[src/rtl/texture_port_arbiter.sv]
// -----------------------------------------------------------------------------
// texture_port_arbiter
//
// Shares the single synchronous read port of the character texture ROM between
// N_REQ pixel requesters (player sprite, enemy sprites, HUD icon renderer).
//
// Arbitration is round-robin with bounded burst ownership: the current owner
// may keep the port for consecutive grants, but once it has taken MAX_BURST
// grants while someone else is waiting, the port moves on to the next
// requester after it. Losing req hands the port over in the same cycle, so
// the port never idles while any req is high.
//
// Each grant launches a one-hot tag down a 1+ROM_LAT stage pipe that runs in
// step with the ROM. When the tag falls out of the pipe, the ROM data_out
// belongs to that requester, and rd_valid tells it so.
//
// Ports
//   clk       system clock, shared with the texture ROM
//   rst_n     asynchronous active-low reset
//   req       req[i]: requester i wants one texel; held until gnt[i]
//   addr_in   requester i address in bits [i*ADDR_W +: ADDR_W]
//   gnt       one-hot/zero, combinational; addr_in[i] is consumed at this edge
//   rd_valid  one-hot/zero, registered; rd_data belongs to requester i
//   rd_data   texel; rom_data while any rd_valid is high, otherwise 0
//   rom_addr  registered address to the texture ROM
//   rom_data  texture ROM data_out
//   busy      port owned or a read still in flight
// -----------------------------------------------------------------------------
module texture_port_arbiter #(
  parameter int N_REQ     = 3,  // number of requesters (2..8)
  parameter int ADDR_W    = 5,  // texel address width
  parameter int DATA_W    = 4,  // texel data width
  parameter int ROM_LAT   = 1,  // ROM read latency, rom_addr -> rom_data (1..4)
  parameter int MAX_BURST = 4   // grants an owner may take while others wait (1..15)
) (
  input  logic                      clk,
  input  logic                      rst_n,
  input  logic [N_REQ-1:0]          req,
  input  logic [N_REQ*ADDR_W-1:0]   addr_in,
  output logic [N_REQ-1:0]          gnt,
  output logic [N_REQ-1:0]          rd_valid,
  output logic [DATA_W-1:0]         rd_data,
  output logic [ADDR_W-1:0]         rom_addr,
  input  logic [DATA_W-1:0]         rom_data,
  output logic                      busy
);

  localparam int IDX_W   = $clog2(N_REQ);
  localparam int DEPTH   = 1 + ROM_LAT;   // tag pipe: address register + ROM latency
  localparam int BURST_W = 4;             // holds MAX_BURST up to 15

  localparam logic [BURST_W-1:0] BURST_MAX = BURST_W'(MAX_BURST);

  typedef enum logic {
    IDLE,
    OWN
  } state_t;

  typedef logic [IDX_W-1:0] idx_t;

  // Result of a round-robin scan: whether anything was found and where.
  typedef struct packed {
    logic found;
    idx_t idx;
  } pick_t;

  // ---------------------------------------------------------------------------
  // Helpers
  // ---------------------------------------------------------------------------

  // Next requester index, wrapping N_REQ-1 -> 0 (N_REQ need not be a power of 2).
  function automatic idx_t idx_inc(input idx_t i);
    return (i == idx_t'(N_REQ - 1)) ? '0 : i + idx_t'(1);
  endfunction

  // First set bit of v, scanning upward from start and wrapping around.
  function automatic pick_t pick_first(input logic [N_REQ-1:0] v, input idx_t start);
    pick_t p;
    idx_t  i;
    p = '0;
    i = start;
    for (int k = 0; k < N_REQ; k++) begin
      if (!p.found && v[i]) begin
        p.found = 1'b1;
        p.idx   = i;
      end
      i = idx_inc(i);
    end
    return p;
  endfunction

  // ---------------------------------------------------------------------------
  // State
  // ---------------------------------------------------------------------------
  state_t                        state;
  idx_t                          owner;
  idx_t                          rr_ptr;
  logic [BURST_W-1:0]            burst_cnt;
  // pipe[0] is the newest grant; pipe[DEPTH-1] lines up with rom_data.
  logic [DEPTH-1:0][N_REQ-1:0]   pipe;

  // ---------------------------------------------------------------------------
  // Grant decision and next-state logic
  // ---------------------------------------------------------------------------
  logic [N_REQ-1:0]   others;
  pick_t              from_ptr;
  pick_t              from_next;
  logic               grant_any;
  idx_t               grant_idx;
  logic [N_REQ-1:0]   grant_vec;
  logic [ADDR_W-1:0]  addr_sel;
  state_t             state_nx;
  idx_t               owner_nx;
  idx_t               rr_ptr_nx;
  logic [BURST_W-1:0] burst_nx;

  always_comb begin
    // NOTE: every signal gets a default before the case so no path can leave
    // one unassigned, which would infer a latch.
    others    = req & ~(N_REQ'(1) << owner);
    from_ptr  = pick_first(req, rr_ptr);
    from_next = pick_first(others, idx_inc(owner));
    grant_any = 1'b0;
    grant_idx = '0;
    state_nx  = state;
    owner_nx  = owner;
    rr_ptr_nx = rr_ptr;
    burst_nx  = burst_cnt;

    case (state)
      IDLE: begin
        if (from_ptr.found) begin
          grant_any = 1'b1;
          grant_idx = from_ptr.idx;
          owner_nx  = from_ptr.idx;
          burst_nx  = BURST_W'(1);
          state_nx  = OWN;
        end
      end

      OWN: begin
        if (req[owner] && ((burst_cnt < BURST_MAX) || !from_next.found)) begin
          // Owner keeps the port; the count saturates so a lone owner never
          // wraps back into a fresh burst.
          grant_any = 1'b1;
          grant_idx = owner;
          if (burst_cnt < BURST_MAX) begin
            burst_nx = burst_cnt + BURST_W'(1);
          end
        end else if (from_next.found) begin
          // Burst used up with someone waiting, or owner let go: hand over in
          // the same cycle so there is no bubble.
          grant_any = 1'b1;
          grant_idx = from_next.idx;
          owner_nx  = from_next.idx;
          burst_nx  = BURST_W'(1);
          rr_ptr_nx = idx_inc(from_next.idx);
        end else begin
          rr_ptr_nx = idx_inc(owner);
          state_nx  = IDLE;
        end
      end

      default: state_nx = IDLE;
    endcase
  end

  // One-hot grant and the winner's address, as plain muxes.
  always_comb begin
    grant_vec = '0;
    addr_sel  = '0;
    for (int i = 0; i < N_REQ; i++) begin
      if (grant_any && (grant_idx == idx_t'(i))) begin
        grant_vec[i] = 1'b1;
        addr_sel     = addr_in[i*ADDR_W +: ADDR_W];
      end
    end
  end

  // ---------------------------------------------------------------------------
  // Registers
  // ---------------------------------------------------------------------------
  always_ff @(posedge clk or negedge rst_n) begin
    if (!rst_n) begin
      state     <= IDLE;
      owner     <= '0;
      rr_ptr    <= '0;
      burst_cnt <= '0;
      rom_addr  <= '0;
      // NOTE: the tag pipe carries valid bits, so it must be cleared on reset;
      // otherwise texels read before reset would surface afterwards.
      pipe      <= '0;
    end else begin
      // NOTE: non-blocking assignments throughout, so every register here
      // samples the values from before this edge.
      state     <= state_nx;
      owner     <= owner_nx;
      rr_ptr    <= rr_ptr_nx;
      burst_cnt <= burst_nx;
      if (grant_any) begin
        rom_addr <= addr_sel;
      end
      pipe      <= {pipe[DEPTH-2:0], grant_vec};
    end
  end

  // ---------------------------------------------------------------------------
  // Outputs
  // ---------------------------------------------------------------------------
  // gnt is held low during reset so nothing is consumed while the block is held.
  assign gnt      = rst_n ? grant_vec : '0;
  assign rd_valid = pipe[DEPTH-1];
  assign rd_data  = (|rd_valid) ? rom_data : '0;
  assign busy     = (state == OWN) || (|pipe);

endmodule

[config.mk]
export PLATFORM = sky130hd
export DESIGN_NAME = texture_port_arbiter
export DESIGN_NICKNAME = d
export VERILOG_FILES = /design/src/rtl/texture_port_arbiter.sv
export SDC_FILE = /design/constraint.sdc
export NUM_CORES = 1
export LEC_CHECK = 0
export CAP_MARGIN = 5
export CORE_MARGIN = 2
export CORE_UTILIZATION = 35
export DETAILED_ROUTE_END_ITERATION = 10
export PLACE_DENSITY = 0.63
export SLEW_MARGIN = 20
export SYNTH_ARGS = -nofsm -noshare
export SYNTH_HDL_FRONTEND = slang
export SYNTH_SLANG_ARGS = --single-unit
[constraint.sdc]
create_clock -name clk -period 2.4 [get_ports clk]
set_input_delay 0.36 -clock clk [delete_from_list [all_inputs] [get_ports clk]]
set_output_delay 0.36 -clock clk [all_outputs]
set_load 0.005 [all_outputs]
==> results.py <==
metrics = {
    "detailed_routing": {
        "routed-via-count": 1220,
        "route.detailed.drc": 0,
        "viasPerCell": 4.98,
        "wl_per_cell_um": 13.3,
        "drt_pass1_iterations": 5,
        "wirelength_um": 3250,
        "drtIter0Drc": 92,
        "drtAntennaViolNets": 0,
    },
    "placement": {
        "io_buffers": 39,
        "dp.cells": 237,
        "gp_congestion": 0.826,
        "dp_hpwl_um": 2680,
    },
    "clocking": {
        "clk_pin_slew_ps": 120,
        "cts-root-buf": "clkbuf_4",
        "cts_buffers": 3,
        "cts_tree": "yes",
        "cts_max_path_buffers": 2,
        "htreeDepth": 1,
        "clock-sinks": 20,
        "insertion_delay_ps": 310,
        "cts_hold_buf": 0,
    },
    "finish": {
        "multiInputGateArea_um2": 696,
        "drive_above_1_share": 0.236,
        "final_cell_count_no_fill": 245,
        "register_area_um2": 500,
        "final_nets": 225,
        "antenna_cells": 0,
        "syn2layout_area_growth_pct": 53.8,
        "final_util": 0.571,
        "filler_cell_count": 313,
    },
    "pwr": {
        "ir_worst_vdd_mv": 0.428,
        "p_seq_frac": 0.285,
        "power.leakage_nw": 0.841,
        "p_total_mw": 2.09,
        "switchingPower_uw": 749,
        "pwr-share-clk": 0.132,
        "pwr-share-comb": 0.583,
        "power_density_nw_per_um2": 1080,
        "p_int_mw": 1.34,
        "swShare": 0.358,
    },
    "setup_path": {
        "crit_type": "flop to output pin",
        "arrival_ps": 1960,
        "reg2reg_depth": 7,
        "start_kind": "flop",
        "worstPathRequired_ps": 2040,
        "timing.reg2reg.setup_slack_ps": 480,
        "endpoint_kind": "output pin",
        "cp_max_fo": 8,
    },
    "sta": {
        "max_freq_mhz": 431,
        "setup-violations-final": 0,
        "maxSlewViolCount": 0,
        "fin_worst_skew_ps": 16.7,
        "max-slew-margin-rel": 0.659,
        "finalHoldViolCount": 0,
        "rsz0062_at_grt": "yes",
        "fin_setup_tns_ps": 0,
        "timing.final.crit_share": 0.967,
        "fin_crit_ps": 2320,
        "worst_pin_slew_ps": 508,
        "whs_ps": 269,
    },
    "grt": {
        "first_global_vias": 1220,
        "grtUsageTotal": 0.174,
        "grt_overflow_total": 0,
        "grt_start_max_net_pins": 13,
        "antenna_found_initial": 0,
        "grt_pass1_wl_um": 5550,
    },
    "logic_synthesis": {
        "synth_warnings": 0,
        "netlist_area_um2": 1260,
        "syn_avg_cell_area_um2": 9.25,
        "yosysSeqAreaShare": 0.398,
        "ys_seq_elements": 20,
        "syn_inst": 136,
        "async_reset_ff_frac": 1.00,
        "ys.flop_type": "dfrtp_1",
        "synth_cell_types": 38,
        "synth-edff-count": 0,
        "synthesis.nets": 161,
    },
    "flow_run": {
        "drv_cap": 0,
    },
    "die": {
        "core_area_um2": 3390,
        "fp.dieH_um": 63.9,
        "pin_count": 40,
        "initial_core_util": 0.371,
        "chipWidth_um": 63.9,
        "die_area_um2": 4090,
        "row_count": 21,
    },
    "hold_path": {
        "holdCritPathClass": "primary input to asynchronous set/reset pin",
    },
    "run_status": {
        "status": "completed",
    },
}
## critical path, stage by stage, from the launching register on
cell,delay (ps)
dfrtp_1,400
buf_6,150
and3b_2,220
a22oi_4,60
a32oi_2,250
o31ai_4,120
buf_6,140
nor2_4,90
and2_1,120
buf_2,100
## worst paths after layout
kind	startpoint	to
max	owner[1]	gnt[0]
min reg2reg	pipe[2]	rd_valid[2]
min in group clk	pipe[2]	rd_valid[2]
min	rst_n	pipe[1]
max reg2reg	owner[0]	burst_cnt[0]
max in group asynchronous	rst_n	owner[1]
## through the flow
step                worst slack [ps]  cell area [um^2]
finish                          80.0              1930
global route                   -18.9              1930
CTS                             49.2              1930
detailed placement              -500              1840
global placement                -411              1840
floorplan                        474              1260
## state kept, by name, indices dropped and copies added, names as in the netlist
register,cells
rom_addr,5
burst_cnt,4
pipe,3
rd_valid,3
owner,2
rr_ptr,2
state,1
## layout by cell type, fill, tap and decap left out, drive strengths merged, types with 2 or more instances in the layout
master and instances:
buf 31, o21a 4, nor2 10, o21ai 12, a22oi 6, nor3 4
mux2i 5, a21oi 5, inv 4, clkbuf 3, o211ai 4, nand2 10
nor4 3, dfrtp 20, nand3 5, mux2 2, nand4 2, dlygate4sd2 4
clkdlybuf4s50 33, and2 9, nor2b 8
## cells by family after synthesis
logic type | count (synthesis) | synth area share
fa+ha+maj | 1 | 0.00995
compound gates | 39 | 0.238
buf+inv | 14 | 0.0627
flops | 20 | 0.398
simple gates | 55 | 0.231
mux | 7 | 0.0607
## metal layers
layer,global-route usage,vias to the layer above,part of all wire
met5,0,-,0
met4,0.0408,0,0.0071
met3,0.0352,4,0.055
met2,0.303,29,0.51
met1,0.220,576,0.43
li1,-,611,-
## power by group through the flow
| stage | logic [mW] | registers, mW | clock network (mW) |
|---|---|---|---|
| 2_1_floorplan | 0.653 | 0.576 | 0 |
| 3_3_place_gp | 1.12 | 0.596 | 0 |
| 3_5_place_dp | 1.14 | 0.599 | 0 |
| 4_1_cts | 1.22 | 0.596 | 0.282 |
| 5_1_grt | 1.33 | 0.618 | 0.296 |
| 6_report | 1.22 | 0.595 | 0.276 |
## layout make-up
type                       instances  area share
clock buffer                       3      0.0116
clock inverter                     1      0.0155
inverter                           4     0.00776
multi-input combinational        102       0.360
sequential                        20       0.259
tap                               46      0.0298
timing repair buffer              69       0.317
## cells in the mapped netlist, drive strengths merged (5+ instances only)
cell   instances  area share
o21ai         12       0.048
dfrtp         20        0.40
and2           9       0.046
a22oi          6       0.047
nand3          5       0.020
nand2         10       0.030
mux2i          5       0.040
nor2b          8       0.040
buf            8       0.045
a21oi          5       0.020
nor2          10       0.030
## timing repair
action,CTS,global route
setup endpoints to repair,3,2
pin swaps,6,6
gates resized for setup,16,2
cloned,0,0
buffers inserted,3,1
No activity file was read; power rests on OpenSTA's default activity.
